--- src/rtl/dffe_fifo_reader.sv ---
// dffe_fifo_reader: small FIFO of enable-gated, async-clear registers; strobe write, valid/ready show-ahead read.
// Optional: define DFFE_FIFO_OVF_EN to add the sticky ovf (dropped write) output.
// Ports: clk, clr (async active-high), wr_en/wr_data (write strobe), full,
//        rd_valid/rd_ready/rd_data (show-ahead consumer handshake), count, [ovf]
module dffe_fifo_reader #(
  parameter int WIDTH  = 32,
  parameter int DEPTH  = 4,
  parameter int ADDR_W = 2
) (
  input  logic              clk,
  input  logic              clr,
  input  logic              wr_en,
  input  logic [WIDTH-1:0]  wr_data,
  output logic              full,
  output logic              rd_valid,
  input  logic              rd_ready,
  output logic [WIDTH-1:0]  rd_data,
  output logic [ADDR_W:0]   count
`ifdef DFFE_FIFO_OVF_EN
  ,
  output logic              ovf
`endif
);
  logic [WIDTH-1:0]  mem [DEPTH];
  logic [ADDR_W-1:0] wr_ptr, rd_ptr;
  logic              push, pop;
  assign full     = count == (ADDR_W+1)'(DEPTH);
  assign rd_valid = count != '0;
  assign push     = wr_en && !full;
  assign pop      = rd_valid && rd_ready;
  // masked so an empty FIFO never exposes stale popped entries
  assign rd_data  = rd_valid ? mem[rd_ptr] : '0;
  always_ff @(posedge clk or posedge clr) begin
    if (clr) begin
      for (int i = 0; i < DEPTH; i++) mem[i] <= '0;
    end else if (push) begin
      mem[wr_ptr] <= wr_data;
    end
  end
  // pointers wrap naturally since DEPTH is a power of two
  always_ff @(posedge clk or posedge clr) begin
    if (clr) begin
      wr_ptr <= '0;
      rd_ptr <= '0;
      count  <= '0;
    end else begin
      if (push) wr_ptr <= wr_ptr + 1'b1;
      if (pop) rd_ptr <= rd_ptr + 1'b1;
      if (push && !pop) count <= count + 1'b1;
      else if (pop && !push) count <= count - 1'b1;
    end
  end
`ifdef DFFE_FIFO_OVF_EN
  always_ff @(posedge clk or posedge clr) begin
    if (clr) ovf <= 1'b0;
    else if (wr_en && full) ovf <= 1'b1;
  end
`endif
endmodule

--- config.mk ---
export PLATFORM = sky130hd
export DESIGN_NAME = dffe_fifo_reader
export DESIGN_NICKNAME = d
export VERILOG_FILES = /design/src/rtl/dffe_fifo_reader.sv
export SDC_FILE = /design/constraint.sdc
export NUM_CORES = 1
export LEC_CHECK = 0
export CORE_MARGIN = 3
export CORE_UTILIZATION = 30
export DETAILED_ROUTE_END_ITERATION = 10
export PLACE_DENSITY = 0.51
export SKIP_CTS_REPAIR_TIMING = 1
export SYNTH_ARGS = -nofsm -noshare
export SYNTH_HDL_FRONTEND = slang
export SYNTH_SLANG_ARGS = --single-unit
--- constraint.sdc ---
create_clock -name clk -period 10.9 [get_ports clk]
set_clock_uncertainty 0.15 [all_clocks]
set_input_delay 1.635 -clock clk [delete_from_list [all_inputs] [get_ports clk]]
set_output_delay 1.635 -clock clk [all_outputs]
set_load 0.005 [all_outputs]
* Word-level counts from Yosys, hierarchy flattened
Index checks and enable logic that the tools add are counted. Widths: inputs -> output; s select.
Storage, ports and cells: bits in registers 135, output and inout bits 37, input port bits 36, logic and storage cells 36
Operators by class: reduce and logical (&&, ||, !) cells 10, bitwise logic cells 2, equality and inequality tests 1, $add $sub $neg 4, multiplexer cells 9, order comparisons 3
Operators by type and width (count):
- $bwmux 128 | 1
- $mux 32 | 4
- $bmux 32 s2 | 1
- $demux 32 s2 | 1
- $ge 3x3->1 const B | 2
- $mux 3 | 2
- $not 2->3 | 2
- $logic_and 1x1->1 | 5
- $add 2x1->2 const B | 2
- $add 3x1->3 const B | 1
- $eq 3x3->1 const B | 1
- $logic_not 1->1 | 3
- $lt 3x1->1 const B | 1
- $reduce_bool 3->1 | 1
- $sub 3x1->3 const B | 1
- $reduce_bool 2->1 | 1

* Depth between registers and ports, before layout
depth in word-level cells 7, mapped depth 9, depth with buffers taken out 8

* Worst setup path before layout
OpenSTA, ideal clock, no wires.
path kind register -> output, start register rd_ptr[0], end output rd_data[13], path buffers 2, stages on the path, launching flop included 5, required time 9115 ps, setup slack 7776 ps, arrival time 1339 ps, path through dfrtp_1 buf_4 buf_4 mux4_2 and2_1
On the way: cells in the longest elaborated chain, start to end 5
Ends and longest elaborated chain:
- start, declared | line 25 | logic [ADDR_W-1:0] wr_ptr, rd_ptr;
- start signal, assigned | line 48 | if (pop) rd_ptr <= rd_ptr + 1'b1;
- $not 2->3 (not written as such) | line 32 | assign rd_data = rd_valid ? mem[rd_ptr] : '0;
- $bmux 32 s2 | line 32
- $mux 32 (not written as such) (2 in a row) | line 32
- $mux 32 | line 32
- end, declared | line 17 | output logic [WIDTH-1:0] rd_data,
No other way between the ends. The select of a mux whose other input is x is not followed.

* Worst setup path after layout
start register rd_ptr[0], end output rd_data[5]
The elaborated chain is that of the path after synthesis.

==> impl_metrics.py <==
metrics = {
    "clocking": {
        "clk_pin_slew_worst_paths_ns": 0.06,
        "cts_tree": "yes",
        "cts_buffers": 17,
        "clockBufferDepth": 2,
        "h-tree-depth": 4,
        "cts.sinks": 135,
        "clk_latency_ns": 0.41,
        "root_buffer": "clkbuf_16",
    },
    "timing": {
        "finalCriticalPeriod_ns": 4.63,
        "rsz0062_at_grt": "false",
        "fmax_mhz": 216,
        "maxSlewViolCount": 0,
        "tns_ns": 0,
        "tightest_slew_ns": 0.955,
        "hold_viol": 0,
        "min_period_over_period": 0.424,
        "whs_ns": 0.349,
        "setup_viol": 0,
        "relSlewSlack": 0.363,
    },
    "yosys": {
        "netlist_area_um2": 6200,
        "synthCells": 383,
        "ys_seq_area_frac": 0.545,
        "syn_avg_cell_area_um2": 16.2,
        "synth.area.top_cells": "dfrtp_1 55%, mux2_2 24%, mux4_2 12%, and2_1 3.2%, buf_6 2.5%",
        "synth_fa_ha_area_frac": 0.0133,
        "synth.top_cell.area_share": 0.545,
        "ys_ff_latch": 135,
        "synth_top_family_by_area": "multiplexers",
        "synthMuxAreaShare": 0.353,
        "synthSimpleGateAreaFrac": 0.0446,
        "yosysWarningCount": 0,
        "synth_cell_types": 19,
        "yosysTopAreaCell": "dfrtp_1",
        "synth-xor-area-share": 0.00848,
        "synth_compound_area_frac": 0,
        "syn_nets": 425,
    },
    "route": {
        "drc": 0,
        "wl_um": 13500,
        "detail-route-antenna-nets": 0,
        "vias": 3446,
        "drt-initial-drc-count": 106,
        "detail_route.first_pass.iterations": 4,
        "wl_per_cell_um": 18.3,
        "vias_per_cell": 4.69,
    },
    "setup_path": {
        "r2r_start": "count[1]",
        "worstRegToRegCells": 6,
        "r2r_setup_slack_ns": 8.34,
        "worstPathRequired_ns": 9.12,
        "critPathKind": "flop to primary output",
        "arrival_ns": 2.84,
        "crit_path_end_kind": "primary output",
        "crit_path_cell_trace": "buf_4, mux4_2, and2_1, clkdlybuf4s50_1",
        "worst_path_max_delay_cell": "dfrtp_2",
        "slowest_delay_ns": 0.72,
        "cp-start-kind": "flop",
        "r2r-end": "count[1]",
        "critPathMaxFanout": 19,
    },
    "finish": {
        "syn_to_final_growth_pct": 24.4,
        "drive_above_1_share": 0.441,
        "final_common_cell": "dfrtp_1",
        "num-nets-final": 499,
        "design_area_um2": 7710,
        "antennaDiodeCount": 0,
        "final_cell_mix": "133 x dfrtp_1, 130 x mux2_2, 72 x clkdlybuf4s50_1, 32 x mux4_2, 32 x and2_1",
    },
    "power": {
        "ir_worst_vdd_uv": 138,
        "leakage_uw": 0.00309,
        "pwr-share-clk": 0.213,
        "p_sw_frac": 0.283,
        "power_frac_seq": 0.359,
        "finalPower_uw": 2610,
        "switchingPower_uw": 737,
        "powerDensity_nw_per_um2": 338,
        "power_frac_comb": 0.428,
        "intPower_uw": 1870,
    },
    "global_route": {
        "antenna_found_initial": 1,
        "grt_pass1_vias": 3991,
        "grt_max_degree": 75,
        "grt_first_pass_wirelength_um": 22200,
        "grt-ovfl-total": 0,
        "grt.total_usage": 0.130,
    },
    "flow_run": {
        "cap_violations": 0,
    },
    "die": {
        "core_area_um2": 19800,
        "start_util": 0.312,
        "dieHeight_um": 150,
        "rows": 51,
        "die_x_um": 150,
        "die_area_um2": 22400,
        "io_pins": 73,
    },
    "placement": {
        "portBuffers": 72,
        "place_area_um2": 7130,
        "hpwl_um": 8520,
        "gp_congestion": 0.672,
    },
    "hold_path": {
        "hold_path_end": "mem[57]",
        "hp-class": "flop to flop",
        "hold_depth": 1,
        "hp-start": "mem[57]",
    },
    "outcome": {
        "status": "complete, no violations",
    },
}
-- cells by family (layout without fill, tap and decap cells) --
family,after synthesis,count (layout)
XOR/XNOR,6,6
adder cells (fa/ha/maj),6,6
buffers and inverters,28,114
flip-flops,135,135
multiplexers,162,162
AND/OR/NAND/NOR,46,46
-- cell usage after synthesis --
cell type	n
buf_4	2
nand3_1	1
ha_1	5
nand2_1	5
nor3b_4	1
fa_1	1
mux2_2	130
xnor2_1	4
or3_1	1
xor2_1	2
buf_2	3
buf_6	14
and2_1	32
and2b_2	1
mux4_2	32
dfrtp_1	135
inv_1	4
nor2_1	5
clkbuf_1	5
-- through the flow --
step	std cells	utilization	worst slack [ns]
floorplan	383	-	5.50
global placement	703	0.359	6.63
detailed placement	703	0.359	6.62
CTS	734	0.388	6.17
global route	734	0.388	6.07
finish	734	0.388	6.27
-- power groups by stage --
stage / clock (uW) / sequential, uW / combinational (uW)
2_1_floorplan: 0 / 856 / 782
3_3_place_gp: 0 / 938 / 1130
3_5_place_dp: 0 / 951 / 1140
4_1_cts: 572 / 942 / 1150
5_1_grt: 594 / 980 / 1220
6_report: 556 / 935 / 1120
-- metal layers --
| metal | vias up | wire [um] | track usage |
|---|---|---|---|
| met5 | - | 13 | 0 |
| met4 | 2 | 212 | 0.0522 |
| met3 | 18 | 483 | 0.0315 |
| met2 | 59 | 6720 | 0.214 |
| met1 | 1831 | 6030 | 0.167 |
| li1 | 1536 | - | - |
-- flip-flops by register name, summed over array words and instances (netlist names) --
name	count
mem	128
count	3
wr_ptr	2
rd_ptr	2
-- worst max path at each step --
| stage | startpoint | slack, ns | endpoint | cells past startpoint |
|---|---|---|---|---|
| final | rd_ptr[0] | 6.27 | rd_data[5] | 4 |
| after global placement | rd_ptr[0] | 6.63 | rd_data[2] | 4 |
| after detailed placement | rd_ptr[0] | 6.62 | rd_data[5] | 4 |
| after global routing | rd_ptr[0] | 6.07 | rd_data[5] | 4 |
| after CTS | rd_ptr[0] | 6.17 | rd_data[5] | 4 |
| after floorplan | clr | 5.50 | count[0] | 1 |
-- worst max-delay path, delay by kind of cell (launching register included) --
family | cells | cell delay (ns)
and+or+nand+nor | 1 | 0.17
buffers and inverters | 2 | 0.94
muxes | 1 | 0.57
DFF | 1 | 0.72
-- final cells by class --
type / instances / area (um2)
clock buffers: 22 / 474
well taps: 265 / 332
inverters: 4 / 20.0
fillers: 1855 / 12100
multi-input cells: 220 / 2630
repair buffers: 79 / 773
flip-flops and latches: 135 / 3380
clock inverters: 9 / 100
Note: power is estimated with default switching activity, not from simulation.
